[src/rtl/fp_add_pkg.sv]
// Shared types, constants and field helpers for the single-precision add/sub sequencer.
package fp_add_pkg;

  typedef enum logic [2:0] {
    S_IDLE   = 3'd0,
    S_UNPACK = 3'd1,
    S_ALIGN  = 3'd2,
    S_ADD    = 3'd3,
    S_NORM   = 3'd4,
    S_ROUND  = 3'd5,
    S_DONE   = 3'd6
  } state_e;

  localparam logic [7:0]  EXP_MAX = 8'hFF;
  localparam logic [31:0] QNAN    = 32'h7FC0_0000;
  localparam int          MANT_W  = 24;
  localparam int          GRS_W   = 3;

  function automatic logic f_sign(input logic [31:0] v);
    return v[31];
  endfunction

  function automatic logic [7:0] f_exp(input logic [31:0] v);
    return v[30:23];
  endfunction

  // Denormals carry no mantissa: a zero exponent means the operand is zero.
  function automatic logic [MANT_W-1:0] f_mant(input logic [31:0] v);
    return (v[30:23] != 8'd0) ? {1'b1, v[22:0]} : 24'd0;
  endfunction

endpackage

[src/rtl/fp_round_rne.sv]
// Round-to-nearest-even on a normalized mantissa with guard/round/sticky bits.
module fp_round_rne
  import fp_add_pkg::*;
(
  input  logic [23:0] mant_i,
  input  logic [7:0]  exp_i,
  input  logic        g_i,
  input  logic        r_i,
  input  logic        s_i,
  output logic [23:0] mant_o,
  output logic [7:0]  exp_o,
  output logic        overflow_o
);

  logic        inc_s;
  logic [24:0] sum_s;
  logic [8:0]  exp_s;

  // Increment on more-than-half or on an exact tie with an odd lsb; saturate to infinity
  always_comb begin
    inc_s = g_i & (r_i | s_i | mant_i[0]);
    sum_s = {1'b0, mant_i} + {24'd0, inc_s};
    if (sum_s[24]) begin
      mant_o = 24'h80_0000;
      exp_s  = {1'b0, exp_i} + 9'd1;
    end else begin
      mant_o = sum_s[23:0];
      exp_s  = {1'b0, exp_i};
    end
    if (exp_s >= {1'b0, EXP_MAX}) begin
      overflow_o = 1'b1;
      exp_o      = EXP_MAX;
      mant_o     = 24'd0;
    end else begin
      overflow_o = 1'b0;
      exp_o      = exp_s[7:0];
    end
  end

endmodule

[src/rtl/fp_add_sequencer.sv]
// Multi-cycle IEEE-754 single-precision adder/subtractor: one FSM state per step,
// alignment and normalization move one bit per cycle.
module fp_add_sequencer
  import fp_add_pkg::*;
#(
  parameter int ALIGN_LIMIT  = 26,
  parameter int FLUSH_DENORM = 1
) (
  input  logic        Clk,
  input  logic        Reset_n,
  input  logic        start,
  input  logic        op_sub,
  input  logic [31:0] A,
  input  logic [31:0] B,
  output logic        ready,
  output logic        valid,
  output logic [31:0] result,
  output logic        overflow,
  output logic        zero,
  output logic        invalid
);

  state_e      state_q;
  logic [31:0] a_q, b_q;
  logic        op_q;
  logic        sx_q, sy_q;
  logic [9:0]  ex_q;
  logic [7:0]  diff_q;
  logic [23:0] mx_q, my_q;
  logic        g_q, r_q, s_q;
  logic [27:0] acc_q;   // {carry, mantissa[23:0], G, R, S}
  logic        ready_q, valid_q, overflow_q, zero_q, invalid_q;
  logic [31:0] result_q;

  logic        sa_s, sb_s;
  logic [31:0] ka_s, kb_s;
  logic        sx_d, sy_d, special_d;
  logic [7:0]  ex_d, ey_d, diff_d;
  logic [23:0] mx_d, my_d;

  logic [23:0] rnd_mant_s;
  logic [7:0]  rnd_exp_s;
  logic        rnd_ovf_s;

  // Order the latched operands so X has the larger magnitude and detect NaN/Inf inputs
  always_comb begin
    sa_s = f_sign(a_q);
    sb_s = f_sign(b_q) ^ op_q;
    ka_s = {f_exp(a_q), f_mant(a_q)};
    kb_s = {f_exp(b_q), f_mant(b_q)};
    if (kb_s > ka_s) begin
      sx_d = sb_s;        sy_d = sa_s;
      ex_d = f_exp(b_q);  ey_d = f_exp(a_q);
      mx_d = f_mant(b_q); my_d = f_mant(a_q);
    end else begin
      sx_d = sa_s;        sy_d = sb_s;
      ex_d = f_exp(a_q);  ey_d = f_exp(b_q);
      mx_d = f_mant(a_q); my_d = f_mant(b_q);
    end
    diff_d    = ex_d - ey_d;
    special_d = (f_exp(a_q) == EXP_MAX) || (f_exp(b_q) == EXP_MAX);
  end

  fp_round_rne u_round (
    .mant_i     (acc_q[26:3]),
    .exp_i      (ex_q[7:0]),
    .g_i        (acc_q[2]),
    .r_i        (acc_q[1]),
    .s_i        (acc_q[0]),
    .mant_o     (rnd_mant_s),
    .exp_o      (rnd_exp_s),
    .overflow_o (rnd_ovf_s)
  );

  // Sequencer FSM with inline align/normalize shifters and registered outputs
  always_ff @(posedge Clk or negedge Reset_n) begin
    if (!Reset_n) begin
      state_q    <= S_IDLE;
      a_q        <= 32'd0;
      b_q        <= 32'd0;
      op_q       <= 1'b0;
      sx_q       <= 1'b0;
      sy_q       <= 1'b0;
      ex_q       <= 10'd0;
      diff_q     <= 8'd0;
      mx_q       <= 24'd0;
      my_q       <= 24'd0;
      g_q        <= 1'b0;
      r_q        <= 1'b0;
      s_q        <= 1'b0;
      acc_q      <= 28'd0;
      ready_q    <= 1'b1;
      valid_q    <= 1'b0;
      result_q   <= 32'd0;
      overflow_q <= 1'b0;
      zero_q     <= 1'b0;
      invalid_q  <= 1'b0;
    end else begin
      case (state_q)
        S_IDLE: begin
          valid_q <= 1'b0;
          if (start) begin
            a_q        <= A;
            b_q        <= B;
            op_q       <= op_sub;
            ready_q    <= 1'b0;
            overflow_q <= 1'b0;
            zero_q     <= 1'b0;
            invalid_q  <= 1'b0;
            state_q    <= S_UNPACK;
          end else begin
            ready_q <= 1'b1;
          end
        end
        S_UNPACK: begin
          sx_q   <= sx_d;
          sy_q   <= sy_d;
          ex_q   <= {2'b00, ex_d};
          mx_q   <= mx_d;
          diff_q <= diff_d;
          g_q    <= 1'b0;
          r_q    <= 1'b0;
          if (special_d) begin
            result_q  <= QNAN;
            invalid_q <= 1'b1;
            valid_q   <= 1'b1;
            state_q   <= S_DONE;
          end else if (diff_d == 8'd0) begin
            my_q    <= my_d;
            s_q     <= 1'b0;
            state_q <= S_ADD;
          end else if ({24'd0, diff_d} > ALIGN_LIMIT) begin
            // Far too small to reach the guard bit: keep only its presence as sticky
            my_q    <= 24'd0;
            s_q     <= (my_d != 24'd0);
            state_q <= S_ADD;
          end else begin
            my_q    <= my_d;
            s_q     <= 1'b0;
            state_q <= S_ALIGN;
          end
        end
        S_ALIGN: begin
          {my_q, g_q, r_q} <= {1'b0, my_q, g_q};
          s_q              <= r_q | s_q;
          diff_q           <= diff_q - 8'd1;
          if (diff_q == 8'd1) begin
            state_q <= S_ADD;
          end else begin
            state_q <= S_ALIGN;
          end
        end
        S_ADD: begin
          // Ordering guarantees X >= Y, so the difference never goes negative
          if (sx_q == sy_q) begin
            acc_q <= {1'b0, mx_q, 3'b000} + {1'b0, my_q, g_q, r_q, s_q};
          end else begin
            acc_q <= {1'b0, mx_q, 3'b000} - {1'b0, my_q, g_q, r_q, s_q};
          end
          state_q <= S_NORM;
        end
        S_NORM: begin
          if (acc_q[27]) begin
            acc_q   <= {1'b0, acc_q[27:2], acc_q[1] | acc_q[0]};
            ex_q    <= ex_q + 10'd1;
            state_q <= S_ROUND;
          end else if (acc_q == 28'd0) begin
            result_q <= {sx_q & sy_q, 31'd0};
            zero_q   <= 1'b1;
            valid_q  <= 1'b1;
            state_q  <= S_DONE;
          end else if (acc_q[26]) begin
            state_q <= S_ROUND;
          end else if ((FLUSH_DENORM != 0) && (ex_q <= 10'd1)) begin
            result_q <= {sx_q, 31'd0};
            zero_q   <= 1'b1;
            valid_q  <= 1'b1;
            state_q  <= S_DONE;
          end else begin
            acc_q <= {acc_q[26:0], 1'b0};
            ex_q  <= ex_q - 10'd1;
            if (acc_q[25]) begin
              state_q <= S_ROUND;
            end else begin
              state_q <= S_NORM;
            end
          end
        end
        S_ROUND: begin
          result_q   <= {sx_q, rnd_exp_s, rnd_mant_s[22:0]};
          overflow_q <= rnd_ovf_s;
          valid_q    <= 1'b1;
          state_q    <= S_DONE;
        end
        S_DONE: begin
          valid_q <= 1'b0;
          ready_q <= 1'b1;
          state_q <= S_IDLE;
        end
        default: begin
          valid_q <= 1'b0;
          ready_q <= 1'b1;
          state_q <= S_IDLE;
        end
      endcase
    end
  end

  assign ready    = ready_q;
  assign valid    = valid_q;
  assign result   = result_q;
  assign overflow = overflow_q;
  assign zero     = zero_q;
  assign invalid  = invalid_q;

endmodule

[config.mk]
export PLATFORM = sky130hd
export DESIGN_NAME = fp_add_sequencer
export DESIGN_NICKNAME = d
export VERILOG_FILES = /design/src/rtl/fp_add_pkg.sv /design/src/rtl/fp_round_rne.sv /design/src/rtl/fp_add_sequencer.sv
export SDC_FILE = /design/constraint.sdc
export NUM_CORES = 1
export LEC_CHECK = 0
export CORE_ASPECT_RATIO = 0.9
export CORE_MARGIN = 2
export CORE_UTILIZATION = 23
export CTS_CLUSTER_SIZE = 16
export DETAILED_ROUTE_END_ITERATION = 10
export PLACE_DENSITY_LB_ADDON = 0.2
export SYNTH_ARGS = -nofsm -noshare
export SYNTH_HDL_FRONTEND = slang
export SYNTH_SLANG_ARGS = --single-unit
[constraint.sdc]
create_clock -name Clk -period 6.4 [get_ports Clk]
set_input_delay 0.96 -clock Clk [delete_from_list [all_inputs] [get_ports Clk]]
set_output_delay 0.96 -clock Clk [all_outputs]
set_load 0.02 [all_outputs]
; ---- After elaboration in Yosys (flattened, before gate mapping)
; Index checks and enable logic that the tools add are counted.
[op_classes]
add_sub_neg = 8
n_lt_le_gt_ge = 4
n_eq_ne = 18
n_mux = 64
n_bitwise = 7
reduce_logical = 26
[ops]
columns = op, n
row1 = 2-to-1 mux 24 bit, 7
row2 = 2-to-1 mux 32 bit, 5
row3 = 2-to-1 mux 27 bit, 4
row4 = one-hot mux 32 bit (3 select lines), 1
row5 = one-hot mux 28 bit (2 select lines), 1
row6 = one-hot mux 24 bit (2 select lines), 1
row7 = 2-to-1 mux 23 bit, 2
row8 = 2-to-1 mux 10 bit, 4
row9 = > comparator 32 bit, 1
row10 = adder 27 x 27 -> 28 bit, 1
row11 = zero test 28 bit, 1
row12 = 2-to-1 mux 28 bit, 1
row13 = subtractor 27 x 27 -> 28 bit, 1
row14 = adder 24 x 1 -> 25 bit, 1
row15 = 2-to-1 mux 8 bit, 3
row16 = nonzero test 24 bit, 1
row17 = one-hot mux 10 bit (2 select lines), 1
row18 = one-hot mux 3 bit (6 select lines), 1
row19 = 2-to-1 mux 1 bit, 17
row20 = == test 8 bit (second input constant), 2
row21 = one-hot mux 8 bit (2 select lines), 1
row22 = nonzero test 8 bit, 2
row23 = inequality test 3 bit (second input constant), 5
row24 = AND reduction 5 bit, 3
row25 = 33 further kinds, 60
[word_totals]
reg_bits = 204
input_bits = 68

; ---- Longest topological paths before layout
[depth]
depth_word = 10
depth_mapped = 25

; ---- Cells and area by module
; A second synthesis with hierarchy kept.
[hier_totals]
cells_unflattened = 1678
hier_area_um2 = 14310.0
[by_module_without_submodules]
columns = module, n_inst, cells_each, area_per_inst_um2, seq_area_each_um2
row1 = fp_add_sequencer, 1, 1506, 13211.4, 5106.1
row2 = fp_round_rne, 1, 172, 1098.6, 0.0

; ---- Least setup slack after synthesis
; No wires, ideal clock.
[synth_timing]
path_type = reg-to-reg
from = register b_q[24]
to = register my_q[10]
t_arrival_ns = 5.004
required_ns = 6.326
path_slack_ns = 1.322
stages_incl_launch_ff = 23
synth_period_minus_slack_ns = 5.078
path_cell_list = dfrtp_1 -> nor4_1 -> nand2_1 -> clkbuf_1 -> and2_1 -> ha_1 -> nand4_1 -> nor2_1 -> a221o_1 -> o31a_4 -> nor2_4 -> clkbuf_1 -> clkbuf_1 -> mux2i_1 -> ha_1 -> nand2b_1 -> nor3b_1 -> mux2i_1 -> o2111a_1 -> nand3_1 -> nand4_4 -> buf_6 -> o21ai_2
[synth_via]
elab_chain_len = 10
elab_cells_between_ends = 17
cone_classes = add/sub (1) / order compare (2) / eq/ne (2) / mux (8) / reduce/logical (4)
[synth_rtl]
columns = element, line_no
row1 = from (decl), fp_add_sequencer.sv:24  ; logic [31:0] a_q, b_q;
row2 = from (signal assigned), fp_add_sequencer.sv:80  ; b_q <= 32'd0;
row3 = from (signal assigned), fp_add_sequencer.sv:104  ; b_q <= B;
row4 = nonzero test 8 bit, fp_add_pkg.sv:29  ; return (v[30:23] != 8'd0) ? {1'b1, v[22:0]} : 24'd0;
row5 = 2-to-1 mux 24 bit, fp_add_pkg.sv:29
row6 = > comparator 32 bit, fp_add_sequencer.sv:51  ; if (kb_s > ka_s) begin
row7 = 2-to-1 mux 8 bit, fp_add_sequencer.sv:51
row8 = subtractor 8 bit, fp_add_sequencer.sv:60  ; diff_d = ex_d - ey_d;
row9 = > comparator 8 x 5 -> 1 bit, fp_add_sequencer.sv:132  ; end else if ({24'd0, diff_d} > ALIGN_LIMIT) begin
row10 = 2-to-1 mux 24 bit, fp_add_sequencer.sv:132
row11 = 2-to-1 mux 24 bit, fp_add_sequencer.sv:128  ; end else if (diff_d == 8'd0) begin
row12 = 2-to-1 mux 24 bit, fp_add_sequencer.sv:123  ; if (special_d) begin
row13 = one-hot mux 24 bit (2 select lines), fp_add_sequencer.sv:99  ; case (state_q)
row14 = to (signal assigned), fp_add_sequencer.sv:129  ; my_q <= my_d;
row15 = to (signal assigned), fp_add_sequencer.sv:138  ; my_q <= my_d;
row16 = to (signal assigned), fp_add_sequencer.sv:144  ; {my_q, g_q, r_q} <= {1'b0, my_q, g_q};
row17 = to (decl), fp_add_sequencer.sv:29  ; logic [23:0] mx_q, my_q;
; Several ways; a longest one is shown, not always the timed one. The select of a mux whose other input is x is not followed.
; A chain may end at the register's enable or synchronous reset.

; ---- Worst setup path in the final report
[layout_timing]
from = register b_q[24]
to = register my_q[0]
; The elaborated chain is that of the path after synthesis.

==> metrics.md <==
| Metric | Value |
|---|---|
| Inserted Clock Buffers | 26 |
| Final ANT Viol Nets | 0 |
| Post-CTS Hold Buffers | 0 |
| Worst slew margin | 36.8% |
| Clock slew at reported path FFs | around 60 ps |
| Max Slew Vio Count | 0 |
| Share of cells above drive strength 1 | under 10% |
| Period Utilization, post-route | 88.9% |
| Reg2Reg Depth | 20 |
| R2R setup slack | 710 ps |
| Area Overhead vs Synth | 18.7% |
| CP Data Required Time | 6870 ps |
| GRT Resource Usage Total | between 10% and 20% |
| Hold Vio Cnt, Final | 0 |
| WL/cell | 17.5 microns |
| Port bufs | 104 |
| FF-to-FF End | my_q[0] |
| Post-synth top area share | 35.8% |
| PD cells | ~610 nW/um^2 |
| Placed cells | around 2.6k |
| Top post-synthesis cells by count | nand2_1 (342), dfrtp_1 (203), nor2_1 (142), a21oi_1 (115), o21ai_0 (103) |
| Most used DFF post-synth | dfrtp_1 |
| Status | finished clean |
| Crit. Startpoint | b_q[24] |
| First-pass GRT wire length | between 70000 and 80000 microns |
| Initial DRC count | ~830 |
| Setup crit end kind | register |
| Post-layout min period | 5690 ps |
| Antenna violations before repair | 0 |
| Post-route cell area | 16800 sq um |
| Asr flop ratio synth | 100% |
| Leakage | 0.00702 uW |
| Fin Setup TNS | 0 ps |
| First-pass DRT Iterations | 5 |
| CP max FO | 26 |
| Yosys warns | 0 |
| Register area share after synthesis | between 30% and 40% |
| CTS max path bufs | 3 |
| Worst setup path end | my_q[0] |
| FF-to-FF Start | b_q[24] |
| CTS tree | done |
| Cell taking the most area after synthesis | dfrtp_1 |
| Die area | approximately 64000 sq um |
| # H-tree levels | 1 |
| Max_cap viols | 0 |
| Clock tree sinks | approximately 200 |
| Row Count | 86 |
| Clk_lat worst skew | about 550 ps |
| Tightest Hold Check Type | in2async |
| RSZ-0062 raised after global routing | false |
| GPL Wtd Cong | 0.897 |
| Smallest hold slack | 396 ps |
| Mapped cell area | 14200 sq um |
| WS Path Type | reg2reg |
| Mapped Cells | 1767 |
| Netlist cell types | between 80 and 90 |
| Top-count cell post-synth | nand2_1 |
| Ant diodes | 0 |
| Seq cells post-synth | 204 |
| Setup-failing EPs final | 0 |
| Maximum vdd ir drop | between 0.3 and 0.4 mV |
| CORE AREA | 61100 sq um |
| DR DRC count | 0 |
| Die H | ~240 microns |
| Non-filler cells, final | 2611 |
| Syn_nets | 1925 |
| Fmax | between 150 and 200 MHz |
| Nets | 1958 |
| Worst Tran Pin Value | 949 ps |
| Total routed wirelength | 45700 microns |
| Root buf cell | clkbuf_16 |
| Number of synthesized flops with an enable pin | 0 |
| Vias/cell | roughly 5 |
| Placed Area | 15900 sq um |
| Mean Syn Cell Area | 8.03 sq um |
| Largest net degree at the start of global routing | 143 |
| Grt total ovfl | 0 |
| Io pins | 105 |
| DR vias | 12.8k |
| Synth top area cells | dfrtp_1 (36%), nand2_1 (9.0%), ha_1 (7.8%) |
| Crit path launch type | register |
| DP HPWL | 34500 microns |
| Worst EP arrival | about 6200 ps |
| Initial Util | 23.2% |
| Final Skew | 26.6 ps |
| Vias in the first global route | 12.6k |
| Die W | 266 microns |
worst max-delay path, cell delays in order, from the launching register on:
cell and delay [ps]:
dfrtp_1 480, nor4_1 430, nand2_2 370, and2_1 330, ha_1 300, nand4_1 200, nor4_1 410, nand3_1 250
o21a_4 230, nor2_4 280, mux2i_1 230, ha_1 290, nand2b_1 150, nor3b_2 280, nand3b_1 120, nand2_1 70
a41oi_1 40, o2111a_1 190, nand3_1 150, nand4_4 450, o21ai_0 310
cell families (layout without fill, tap and decap cells):
group | after synthesis | after routing | synth area share [%]
simple gates | 735 | 735 | 23.8
compound gates | 474 | 474 | 22.3
flops | 204 | 204 | 36.0
buf+inv | 191 | 243 | 5.26
fa+ha+maj | 90 | 90 | 7.99
xor+xnor | 52 | 52 | 3.21
mux | 21 | 21 | 1.50
final cells by class:
type / count / area (sq um)
Tap cell: 792 / 991
Timing Repair Buffer: 119 / 1170
Clock inverter: 11 / 166
Sequential cell: 204 / 5110
Inverter: 77 / 289
Fill cell: 6602 / 44300
Clock buffer: 36 / 768
Multi-Input combinational cell: 1372 / 8350
power by group:
group          total (uW)  leakage [uW]  switching [uW]  internal, uW
Clock                1580      0.000467             589           995
Sequential           2590       0.00258             760          1830
Combinational        6060       0.00398            3830          2230
cell usage in the layout, fill, tap and decap left out, types with 10 or more instances in the layout:
cell type and instances:
a211oi_1 12, a21o_1 14, o21ai_1 23, o211ai_1 14, a31oi_1 36, and3_1 13, clkbuf_16 26, a222oi_1 18
xnor2_1 34, nand4_1 30, nand2_1 340, nor2_1 142, nand3_1 65, nor3_1 31, clkdlybuf4s50_1 103, and2_1 27
a22oi_1 25, dfrtp_1 203, ha_1 89, o21ai_0 103, nor2b_1 10, a21oi_1 115, inv_1 75, o21ai_2 20
mux2i_1 19, buf_4 14, xor2_1 18, nor4_1 19
sequential cells by signal, summed over array words and instances, names as in the netlist:
signal / cells
a_q: 32
b_q: 32
result: 32
acc_q: 28
mx_q: 24
my_q: 24
ex_q: 10
diff_q: 8
state_q: 3
g_q: 1
invalid: 1
op_q: 1
overflow: 1
r_q: 1
ready: 1
s_q: 1
sx_q: 1
sy_q: 1
valid: 1
zero: 1
metal layers:
layer / GRT usage (%) / share of wire, %
met1: 22.7 / 54
met2: 20.6 / 40
met5: 0 / 0
met4: 2.38 / 1.5
met3: 2.19 / 4.8
per-stage QoR:
stage / power, uW / util [%] / worst slack, ps
6_report: 10200 / 27.6 / 709
5_1_grt: 11200 / 27.6 / 167
4_1_cts: 10300 / 27.5 / 381
3_5_place_dp: 8640 / 26.0 / 422
3_3_place_gp: 8620 / 26.0 / 633
2_1_floorplan: 6760 / - / 1320
what timing repair did:
| action | 4_1_cts | 5_1_grt |
|---|---|---|
| endpoints found under the setup margin | 0 | 23 |
| buffers inserted | 0 | 0 |
| gates resized for setup | 0 | 2 |
how the worst min path moves through the flow:
stage               cells past startpoint    endpoint  startpoint
global placement                        2  result[17]  result[17]
detailed placement                      2  result[31]  result[31]
CTS                                     1     ex_q[5]     Reset_n
global route                            1  result[30]     Reset_n
finish                                  1  result[30]     Reset_n
floorplan                               2      a_q[0]      a_q[0]
(Power assumes the default switching activity.)
